**config.mk**
```make
export PLATFORM = sky130hd
export DESIGN_NAME = frame_receiver_flat
export DESIGN_NICKNAME = d
export VERILOG_FILES = /design/src/rtl/frame_receiver_if.sv /design/src/rtl/frame_receiver.sv /design/src/flat_wrapper.sv
export SDC_FILE = /design/constraint.sdc
export NUM_CORES = 1
export LEC_CHECK = 0
export CORE_MARGIN = 3
export CORE_UTILIZATION = 61
export CTS_BUF_LIST = sky130_fd_sc_hd__clkbuf_8
export CTS_CLUSTER_DIAMETER = 40
export DETAILED_ROUTE_END_ITERATION = 8
export GPL_TIMING_DRIVEN = 0
export HOLD_SLACK_MARGIN = 0.08
export PLACE_DENSITY = 0.95
export SYNTH_ARGS = -nofsm -noshare
export SYNTH_HDL_FRONTEND = slang
export SYNTH_SLANG_ARGS = --single-unit
```
**constraint.sdc**
```tcl
create_clock -name clk_i -period 3.9 [get_ports clk_i]
set_input_delay 1.17 -clock clk_i [delete_from_list [all_inputs] [get_ports clk_i]]
set_output_delay 1.17 -clock clk_i [all_outputs]
set_load 0.05 [all_outputs]
```
**src/rtl/frame_receiver_if.sv**
```systemverilog
// Consumer-side bundle of frame_receiver: received word, error flags and valid/ready handshake.
// break_o exists only when FRAME_RECEIVER_BREAK_DETECT_EN is defined.
interface frame_receiver_if #(
    parameter int DATA_BITS = 8
);
    logic [DATA_BITS-1:0] char_o;
    logic                 valid_o;
    logic                 ready_i;
    logic                 parity_err_o;
    logic                 frame_err_o;
    logic                 overrun_o;
`ifdef FRAME_RECEIVER_BREAK_DETECT_EN
    logic                 break_o;
`endif

    modport master (
`ifdef FRAME_RECEIVER_BREAK_DETECT_EN
        output break_o,
`endif
        output char_o, valid_o, parity_err_o, frame_err_o, overrun_o,
        input  ready_i
    );

    modport slave (
`ifdef FRAME_RECEIVER_BREAK_DETECT_EN
        input  break_o,
`endif
        input  char_o, valid_o, parity_err_o, frame_err_o, overrun_o,
        output ready_i
    );
endinterface

```
**src/rtl/frame_receiver.sv**
```systemverilog
// Oversampling asynchronous serial frame receiver with a one-deep valid/ready output register.
// Optional break detection is enabled by defining FRAME_RECEIVER_BREAK_DETECT_EN.
module frame_receiver #(
    parameter int OVERSAMPLING  = 16,
    parameter int DATA_BITS     = 8,
    parameter int PARITY        = 0,
    parameter int STOP_BITS     = 1,
    parameter int IDLE_POLARITY = 1
) (
    input  logic              clk_i,
    input  logic              rst_ni,
    input  logic              rx_i,
    frame_receiver_if.master  bus
);
    localparam int   CNT_W    = $clog2(OVERSAMPLING);
    localparam int   BIT_W    = $clog2(DATA_BITS);
    localparam logic IDLE_LVL = (IDLE_POLARITY != 0);
    localparam logic [CNT_W-1:0] HALF      = CNT_W'(OVERSAMPLING / 2);
    localparam logic [CNT_W-1:0] LAST      = CNT_W'(OVERSAMPLING - 1);
    localparam logic [BIT_W-1:0] LAST_DATA = BIT_W'(DATA_BITS - 1);
    localparam logic [BIT_W-1:0] LAST_STOP = BIT_W'(STOP_BITS - 1);

    typedef enum logic [2:0] {S_IDLE, S_START, S_DATA, S_PARITY, S_STOP} state_t;

    state_t               state, state_nxt;
    logic                 rx_meta, rx_sync;
    logic [CNT_W-1:0]     cnt;
    logic [BIT_W-1:0]     bit_cnt;
    logic                 armed;
    logic                 brk_hold;
    logic                 sample;
    logic                 frame_done;
    logic                 frame_break;
    logic [DATA_BITS-1:0] shift;
    logic                 par_bit;
    logic                 ferr_acc;
    logic                 line_idle;
    logic                 ferr_fin;
    logic                 perr_fin;

    function automatic logic parity_error(input logic [DATA_BITS-1:0] d, input logic p);
        logic x;
        x = (^d) ^ p;
        case (PARITY)
            1:       return x;
            2:       return ~x;
            default: return 1'b0;
        endcase
    endfunction

    always_ff @(posedge clk_i or negedge rst_ni) begin
        if (!rst_ni) begin
            rx_meta <= IDLE_LVL;
            rx_sync <= IDLE_LVL;
        end else begin
            rx_meta <= rx_i;
            rx_sync <= rx_meta;
        end
    end

    assign line_idle = (rx_sync == IDLE_LVL);

    always_ff @(posedge clk_i or negedge rst_ni) begin
        if (!rst_ni) state <= S_IDLE;
        else         state <= state_nxt;
    end

    always_comb begin
        state_nxt  = state;
        sample     = 1'b0;
        frame_done = 1'b0;
        case (state)
            S_IDLE: begin
                if (armed && !brk_hold && !line_idle) state_nxt = S_START;
            end
            S_START: begin
                sample = (cnt == HALF);
                if (sample) state_nxt = line_idle ? S_IDLE : S_DATA;
            end
            S_DATA: begin
                sample = (cnt == LAST);
                if (sample && bit_cnt == LAST_DATA)
                    state_nxt = (PARITY == 0) ? S_STOP : S_PARITY;
            end
            S_PARITY: begin
                sample = (cnt == LAST);
                if (sample) state_nxt = S_STOP;
            end
            S_STOP: begin
                sample = (cnt == LAST);
                if (sample && bit_cnt == LAST_STOP) begin
                    state_nxt  = S_IDLE;
                    frame_done = 1'b1;
                end
            end
            default: state_nxt = S_IDLE;
        endcase
    end

    // A start edge is accepted only after the line has been seen idle in IDLE,
    // so a low line left over from reset or a broken frame is not taken as a start.
    always_ff @(posedge clk_i or negedge rst_ni) begin
        if (!rst_ni) begin
            cnt     <= '0;
            bit_cnt <= '0;
            armed   <= 1'b0;
        end else begin
            if (state == S_IDLE) begin
                armed   <= armed | line_idle;
                bit_cnt <= '0;
                if (brk_hold && line_idle && cnt != LAST) cnt <= cnt + 1'b1;
                else                                      cnt <= '0;
            end else begin
                armed <= 1'b0;
                if (sample) cnt <= '0;
                else        cnt <= cnt + 1'b1;
                if (sample && (state == S_DATA || state == S_STOP)) begin
                    if (state == S_DATA && bit_cnt == LAST_DATA) bit_cnt <= '0;
                    else                                         bit_cnt <= bit_cnt + 1'b1;
                end
            end
        end
    end

    always_ff @(posedge clk_i) begin
        if (state == S_IDLE) ferr_acc <= 1'b0;
        if (sample) begin
            case (state)
                S_DATA:   shift    <= {rx_sync, shift[DATA_BITS-1:1]};
                S_PARITY: par_bit  <= rx_sync;
                S_STOP:   ferr_acc <= ferr_acc | ~line_idle;
                default:  ;
            endcase
        end
    end

    assign ferr_fin = ferr_acc | ~line_idle;
    assign perr_fin = parity_error(shift, par_bit);

`ifdef FRAME_RECEIVER_BREAK_DETECT_EN
    logic stop_all;

    always_ff @(posedge clk_i) begin
        if (state == S_IDLE)                  stop_all <= 1'b1;
        else if (sample && state == S_STOP)   stop_all <= stop_all & ~line_idle;
    end

    assign frame_break = (shift == {DATA_BITS{~IDLE_LVL}}) && stop_all && !line_idle;

    // After a break the receiver waits for a full bit period of idle line before re-arming.
    always_ff @(posedge clk_i or negedge rst_ni) begin
        if (!rst_ni) begin
            brk_hold    <= 1'b0;
            bus.break_o <= 1'b0;
        end else begin
            bus.break_o <= frame_done && frame_break;
            if (frame_done && frame_break)
                brk_hold <= 1'b1;
            else if (state == S_IDLE && brk_hold && line_idle && cnt == LAST)
                brk_hold <= 1'b0;
        end
    end
`else
    assign frame_break = 1'b0;
    assign brk_hold    = 1'b0;
`endif

    always_ff @(posedge clk_i or negedge rst_ni) begin
        if (!rst_ni) begin
            bus.char_o       <= '0;
            bus.valid_o      <= 1'b0;
            bus.parity_err_o <= 1'b0;
            bus.frame_err_o  <= 1'b0;
            bus.overrun_o    <= 1'b0;
        end else begin
            bus.overrun_o <= 1'b0;
            if (frame_done && !frame_break) begin
                if (!bus.valid_o || bus.ready_i) begin
                    bus.char_o       <= shift;
                    bus.parity_err_o <= perr_fin;
                    bus.frame_err_o  <= ferr_fin;
                    bus.valid_o      <= 1'b1;
                end else begin
                    bus.overrun_o <= 1'b1;
                end
            end else if (bus.ready_i) begin
                bus.valid_o <= 1'b0;
            end
        end
    end
endmodule

```
**src/flat_wrapper.sv**
```systemverilog
// flat-port wrapper written by rule: the top's interface ports become plain ports
module frame_receiver_flat 
#(
    parameter int OVERSAMPLING  = 16,
    parameter int DATA_BITS     = 8,
    parameter int PARITY        = 0,
    parameter int STOP_BITS     = 1,
    parameter int IDLE_POLARITY = 1
)
  (clk_i, rst_ni, rx_i, bus_char_o, bus_valid_o, bus_parity_err_o, bus_frame_err_o, bus_overrun_o, bus_ready_i);
  frame_receiver_if #(.DATA_BITS(DATA_BITS)) bus_i ();
  input  logic clk_i;
  input  logic rst_ni;
  input  logic rx_i;
  output wire logic [$bits(bus_i.char_o)-1:0] bus_char_o;
  output wire logic [$bits(bus_i.valid_o)-1:0] bus_valid_o;
  output wire logic [$bits(bus_i.parity_err_o)-1:0] bus_parity_err_o;
  output wire logic [$bits(bus_i.frame_err_o)-1:0] bus_frame_err_o;
  output wire logic [$bits(bus_i.overrun_o)-1:0] bus_overrun_o;
  input wire logic [$bits(bus_i.ready_i)-1:0] bus_ready_i;
  assign bus_char_o = bus_i.char_o;
  assign bus_valid_o = bus_i.valid_o;
  assign bus_parity_err_o = bus_i.parity_err_o;
  assign bus_frame_err_o = bus_i.frame_err_o;
  assign bus_overrun_o = bus_i.overrun_o;
  assign bus_i.ready_i = bus_ready_i;
  frame_receiver #(.OVERSAMPLING(OVERSAMPLING), .DATA_BITS(DATA_BITS), .PARITY(PARITY), .STOP_BITS(STOP_BITS), .IDLE_POLARITY(IDLE_POLARITY)) u_core (.clk_i(clk_i), .rst_ni(rst_ni), .rx_i(rx_i), .bus(bus_i));
endmodule
```
=== Yosys cells after proc, flatten, opt, wreduce, memory -nomap -nowiden ===
Cells that the tools add are included.
Widths: inputs -> output; s select.

* Multipliers: 0
* Order comparisons: 0
* Shifts and indexed selects: 0
* $add $sub $neg: 2
* Multiplexer cells: 24
* Div/mod/pow operators: 0
* Eq/ne operators: 13
* Reduce and logical (&&, ||, !) cells: 18
* Bitwise gates (word level): 3

{| class="wikitable"
|+ Operators by type and width
! operator !! count
|-
| $mux 3 || 8
|-
| $pmux 3 s5 || 1
|-
| $mux 1 || 11
|-
| $ne 2x1->1 const B || 5
|-
| $eq 4x4->1 const B || 2
|-
| $mux 4 || 2
|-
| $eq 3x2->1 const B || 2
|-
| $eq 3x3->1 const B || 2
|-
| $logic_not 3->1 || 2
|-
| $reduce_and 2->1 || 3
|-
| $logic_and 1x1->1 || 5
|-
| $reduce_and 5->1 || 1
|-
| $add 4x1->4 const B || 1
|-
| $reduce_bool 2->1 || 2
|-
| $add 3x1->3 const B || 1
|-
| $eq 3x1->1 const B || 1
|-
| $reduce_or 3->1 || 1
|-
| $logic_not 1->1 || 2
|-
| $logic_or 1x1->1 || 2
|-
| $mux 2 || 1
|-
| $ne 2x2->1 const B || 1
|-
| $or 1x1->1 || 2
|-
| $pmux 1 s2 || 1
|-
| $not 1->1 || 1
|}

* Latch bits: 0
* Register bits after elaboration: 33
* Bits of input ports: 4
* Word-level logic and storage cells: 72
* ROM bits: 0
* Output and inout port bits: 12
* Memories kept: 0
* RAM bits: 0

=== Logic depth before layout (Yosys ltp) ===
* Word-level depth: 6
* Depth in mapped cells: 5
* Depth with buffers taken out: 5

=== Least setup slack after synthesis ===
Ideal clock, no wire load.

* Kind: in2reg
* Start point: input port bus_ready_i
* End point: register u_core.bus.char_o[1]
* Arrival: 1.876 ns
* Slack: 1.899 ns
* Library setup time: 0.125 ns
* Data required time: 3.775 ns
* Path buffers: 0
* Stages: 3
* Path through: nand2b_1 > nand4_4 > mux2_2

* Cells in the longest elaborated chain, start to end: 2

{| class="wikitable"
|+ RTL lines
! item !! RTL line !! text
|-
| start, declared || flat_wrapper.sv:20 || <nowiki>input wire logic [$bits(bus_i.ready_i)-1:0] bus_ready_i;</nowiki>
|-
| $logic_or 1x1->1 || frame_receiver.sv:178 || <nowiki>if (!bus.valid_o || bus.ready_i) begin</nowiki>
|-
| $reduce_and 2->1 (no line) || - ||
|-
| end signal, assigned || frame_receiver.sv:179 || <nowiki>bus.char_o <= shift;</nowiki>
|-
| end, declared || frame_receiver_if.sv:20 || <nowiki>output char_o, valid_o, parity_err_o, frame_err_o, overrun_o,</nowiki>
|}

No other way between the ends.
A chain may end at the register's enable or synchronous reset.

=== Final worst setup path ===
* Start point: register u_core.bus.char_o[3]
* End point: output port bus_char_o[3]

{| class="wikitable"
|+ RTL lines
! item !! RTL line !! text
|-
| end, declared || flat_wrapper.sv:15 || <nowiki>output wire logic [$bits(bus_i.char_o)-1:0] bus_char_o;</nowiki>
|}

No word-level cell between the ends.

==> out/results.md <==
* **remaining max-slew budget at the tightest pin** 0.2913
* **max-slew violation count** 0
* **I/O Pins** 16
* **Post-Route WL** 2.561 mm
* **number of antenna violations at the first check in global routing** 0
* **Setup Viol. Count Final** 0
* **RePlAce Congestion** 0.8964
* **data required time of the critical path** 2730 ps
* **Least-Margin Pin Slew** 1060 ps
* **area of the placeable core** 2102 um2
* **count of buffers added by post-CTS timing repair for setup** 0
* **layout cell share with drive strength beyond 1** 0.2326
* **Worst Slack Setup Final** 1278 ps
* **count of H-tree levels built during CTS** 2
* **total number of vias** 903
* **power after layout** 0.9946 mW
* **global router's overall resource usage** 0.2108
* **slowest stage delay, CP** 810 ps
* **average detailed-routed wire length per instance** 16.42 um
* **DRC** 0
* **P_int** 0.6977 mW
* **clock transition at the register clock pins on the worst setup and hold paths after CTS** 60 ps
* **synthesis-to-layout area growth** 19.50%
* **Final Util** 0.8173
* **Skew-Pair Late Insertion Delay** 290 ps
* **final critical-path required period** 2622 ps
* **fraction of the yosys area taken by sequential cells** 0.6005
* **total clock buffers created by CTS** 5
* **horizontal die dimension** 54.55 um
* **GRT overflow** 0
* **number of enable-type register cells in the synthesized netlist** 8
* **launching instance or port of the critical path** u_core.bus.char_o[3]
* **TritonCTS clock tree** built
* **Crit Reg-Reg Startpoint** u_core.cnt[0]
* **1st-iter DRT viols** 22
* **Critical Path Source Type** register
* **Placed Instances** 148
* **Mapped Cells** 107
* **highest routing layer actually used** met4
* **critical path data arrival time** 1450 ps
* **share of total power in sequential cells** 0.447
* **number of unique standard cell types used by synthesis** 35
* **clock network fraction of design power** 0.306
* **post-synthesis instance area** 1438 um2
* **DIE HEIGHT** 54.55 um
* **root buffer cell** sky130_fd_sc_hd__clkbuf_8
* **length of the first detailed-routing pass in iterations** 4
* **total count of hold-check failures in the final report** 0
* **effective utilization at floorplan** 0.6839
* **primary flip-flop cell chosen by synthesis mapping** sky130_fd_sc_hd__dfrtp_1
* **wire length of the first global-routing pass** 4.133 mm
* **wire length on met1** 1.002 mm
* **master of the slowest instance on the critical path** sky130_fd_sc_hd__clkdlybuf4s50_1
* **Max IR drop VDD** 0.6224 mV
* **path type of the worst setup path** register to output pin
* **mean instance size in the synthesized netlist** 13.44 um2
* **mean number of vias per cell** 5.788
* **worst-path maximum fanout** 2
* **post-synthesis register bit count** 33
* **Cell Chain, Critical Path** clkdlybuf4s50_1
* **Pwr per Cell Area** 578.9 nW/um2
* **vias in the first global route** 928
* **number of antenna repair diodes** 0
* **buffer levels on the longest clock path** 2
* **Clock Sink Count** 33
* **static leakage** 0.7690 nW
* **count of standard-cell rows** 16
* **reported net switching power** 0.2969 mW
* **Max Clock Freq** 381.4 MHz
* **Routed met3 length** 154 um
* **startpoint of the lowest-slack hold path** u_core.rx_meta
* **post-synthesis net count** 116
* **Net Sw Frac** 0.2985
* **setup TNS** 0 ps
* **number of warnings issued by yosys** 0
* **CTS Hold Bufs** 0
* **max-cap violation count** 0
* **number of nets in the final layout** 137
* **relative contribution of combinational cells to total power** 0.247
* **number of gates resized after cts** 0
* **port buffer count** 14
* **final standard cell count with taps included and fillers excluded** 156
* **Setup crit end kind** output pin
* **count of buffer and inverter cells on the critical path** 1
* **class of the tightest hold or removal check** register to register
* **CP top delay family** buffers and inverters
* **final worst-path cycle share** 0.6722
* **Async SR Flop Fraction** 0.7273
* **final clock skew** 8.020 ps
* **met2 wire len** 1.349 mm
* **half-perimeter wire length of the detailed placement result** 1.807 mm
* **RSZ-0062 raised after global routing** false
* **outcome** completed
* **pin count of the biggest net entering global routing** 25
* **Setup WS pre-CTS** 1356 ps
* **area of the die** 2975 um2
* **number of antenna-violating nets in the routed design** 0
[registers in the layout, indices dropped and copies added (netlist names)]
name / cells
u_core.armed: 1
u_core.line_idle: 1
u_core.ferr_acc: 1
u_core.shift: 8
u_core.bus.overrun_o: 1
u_core.bus.char_o: 8
u_core.state: 3
u_core.cnt: 4
u_core.bus.frame_err_o: 1
u_core.bit_cnt: 3
u_core.bus.valid_o: 1
u_core.rx_meta: 1
[cells in the mapped netlist, types with 2 or more instances]
master,instances,share of area
sky130_fd_sc_hd__nor4b_1,2,0.012
sky130_fd_sc_hd__nor2_1,6,0.016
sky130_fd_sc_hd__nand2b_1,3,0.013
sky130_fd_sc_hd__inv_1,4,0.010
sky130_fd_sc_hd__a21boi_0,2,0.010
sky130_fd_sc_hd__mux2_4,2,0.021
sky130_fd_sc_hd__edfxtp_1,8,0.17
sky130_fd_sc_hd__nor3_1,4,0.014
sky130_fd_sc_hd__dfrtp_1,22,0.38
sky130_fd_sc_hd__a31oi_1,2,0.0087
sky130_fd_sc_hd__mux2_2,10,0.078
sky130_fd_sc_hd__ha_1,5,0.044
sky130_fd_sc_hd__nor3b_1,2,0.010
sky130_fd_sc_hd__buf_2,2,0.0070
sky130_fd_sc_hd__and3_1,2,0.0087
sky130_fd_sc_hd__a21oi_1,5,0.017
sky130_fd_sc_hd__buf_4,4,0.021
sky130_fd_sc_hd__nand3_1,3,0.010
sky130_fd_sc_hd__dfstp_2,2,0.037
sky130_fd_sc_hd__nand2_1,2,0.0052
[layer usage]
layer  up-vias  global-route usage
met5         -                   0
li1        427                   -
met1       427              0.2291
met4         0              0.1328
met3         7             0.06267
met2        42              0.3566
[through the flow]
stage | area (um2) | hold slack [ps]
final | 1718 | 358.8
after global placement | 1612 | 347.0
after CTS | 1718 | 360.0
after global routing | 1718 | 365.9
after detailed placement | 1612 | 350.8
after floorplan | 1438 | 345.2
[worst register-to-register path, cell delays in order (launching register included)]
cell and delay (ps):
sky130_fd_sc_hd__dfrtp_1 400, sky130_fd_sc_hd__ha_1 260, sky130_fd_sc_hd__and3_1 180, sky130_fd_sc_hd__buf_4 150, sky130_fd_sc_hd__and3_1 400
[final cells by class]
class / count / area [um2]
flip-flops and latches: 33 / 863.3
well taps: 27 / 33.78
multi-input cells: 64 / 519.2
clock buffers: 5 / 68.82
clock inverters: 3 / 37.54
plain buffers: 6 / 40.04
fillers: 116 / 384.1
repair buffers: 14 / 140.1
inverters: 4 / 15.01
[cells by family (layout without fill, tap and decap cells)]
kind of cell,after synthesis,in the layout,share of synthesized area
other,1,1,0.002608
AOI/OAI and AO/OA,14,14,0.06527
and+or+nand+nor,30,30,0.1384
adders and majority gates,5,5,0.04352
buffers and inverters,10,32,0.03829
xor gates and xnor gates,2,2,0.01219
muxes,12,12,0.09922
DFF,33,33,0.6005
[power groups by stage]
| stage | combinational, mW | sequential, mW | clock (mW) |
|---|---|---|---|
| global route | 0.279 | 0.449 | 0.325 |
| floorplan | 0.197 | 0.437 | 0 |
| finish | 0.246 | 0.444 | 0.304 |
| global placement | 0.228 | 0.442 | 0 |
| CTS | 0.247 | 0.443 | 0.309 |
| detailed placement | 0.244 | 0.449 | 0 |
[worst paths after layout]
check	endpoint	slack (ps)	cells past startpoint
min reg2reg	u_core.line_idle	360	0
max in group asynchronous	u_core.bus.char_o[1]	1800	1
max reg2reg	u_core.shift[0]	2160	4
max	bus_char_o[3]	1280	1
min	u_core.line_idle	360	0
min in group asynchronous	u_core.bus.char_o[5]	1460	1
[placed cells by master (no fill, tap or decap), types with 2 or more instances in the layout]
| master | synthesis | final |
|---|---|---|
| sky130_fd_sc_hd__edfxtp_1 | 8 | 8 |
| sky130_fd_sc_hd__a21oi_1 | 5 | 5 |
| sky130_fd_sc_hd__nand2_1 | 2 | 2 |
| sky130_fd_sc_hd__nor4b_1 | 2 | 2 |
| sky130_fd_sc_hd__clkdlybuf4s50_1 | 0 | 14 |
| sky130_fd_sc_hd__dfstp_2 | 2 | 2 |
| sky130_fd_sc_hd__nor2_1 | 6 | 6 |
| sky130_fd_sc_hd__a31oi_1 | 2 | 2 |
| sky130_fd_sc_hd__nor3b_1 | 2 | 2 |
| sky130_fd_sc_hd__nand2b_1 | 3 | 3 |
| sky130_fd_sc_hd__buf_2 | 2 | 2 |
| sky130_fd_sc_hd__clkbuf_8 | 0 | 5 |
| sky130_fd_sc_hd__a21boi_0 | 2 | 2 |
| sky130_fd_sc_hd__mux2_2 | 10 | 10 |
| sky130_fd_sc_hd__ha_1 | 5 | 5 |
| sky130_fd_sc_hd__mux2_4 | 2 | 2 |
| sky130_fd_sc_hd__buf_4 | 4 | 4 |
| sky130_fd_sc_hd__nand3_1 | 3 | 3 |
| sky130_fd_sc_hd__and3_1 | 2 | 2 |
| sky130_fd_sc_hd__nor3_1 | 4 | 4 |
| sky130_fd_sc_hd__inv_1 | 4 | 5 |
| sky130_fd_sc_hd__dfrtp_1 | 22 | 22 |
Note: power is estimated with default switching activity, not from simulation.
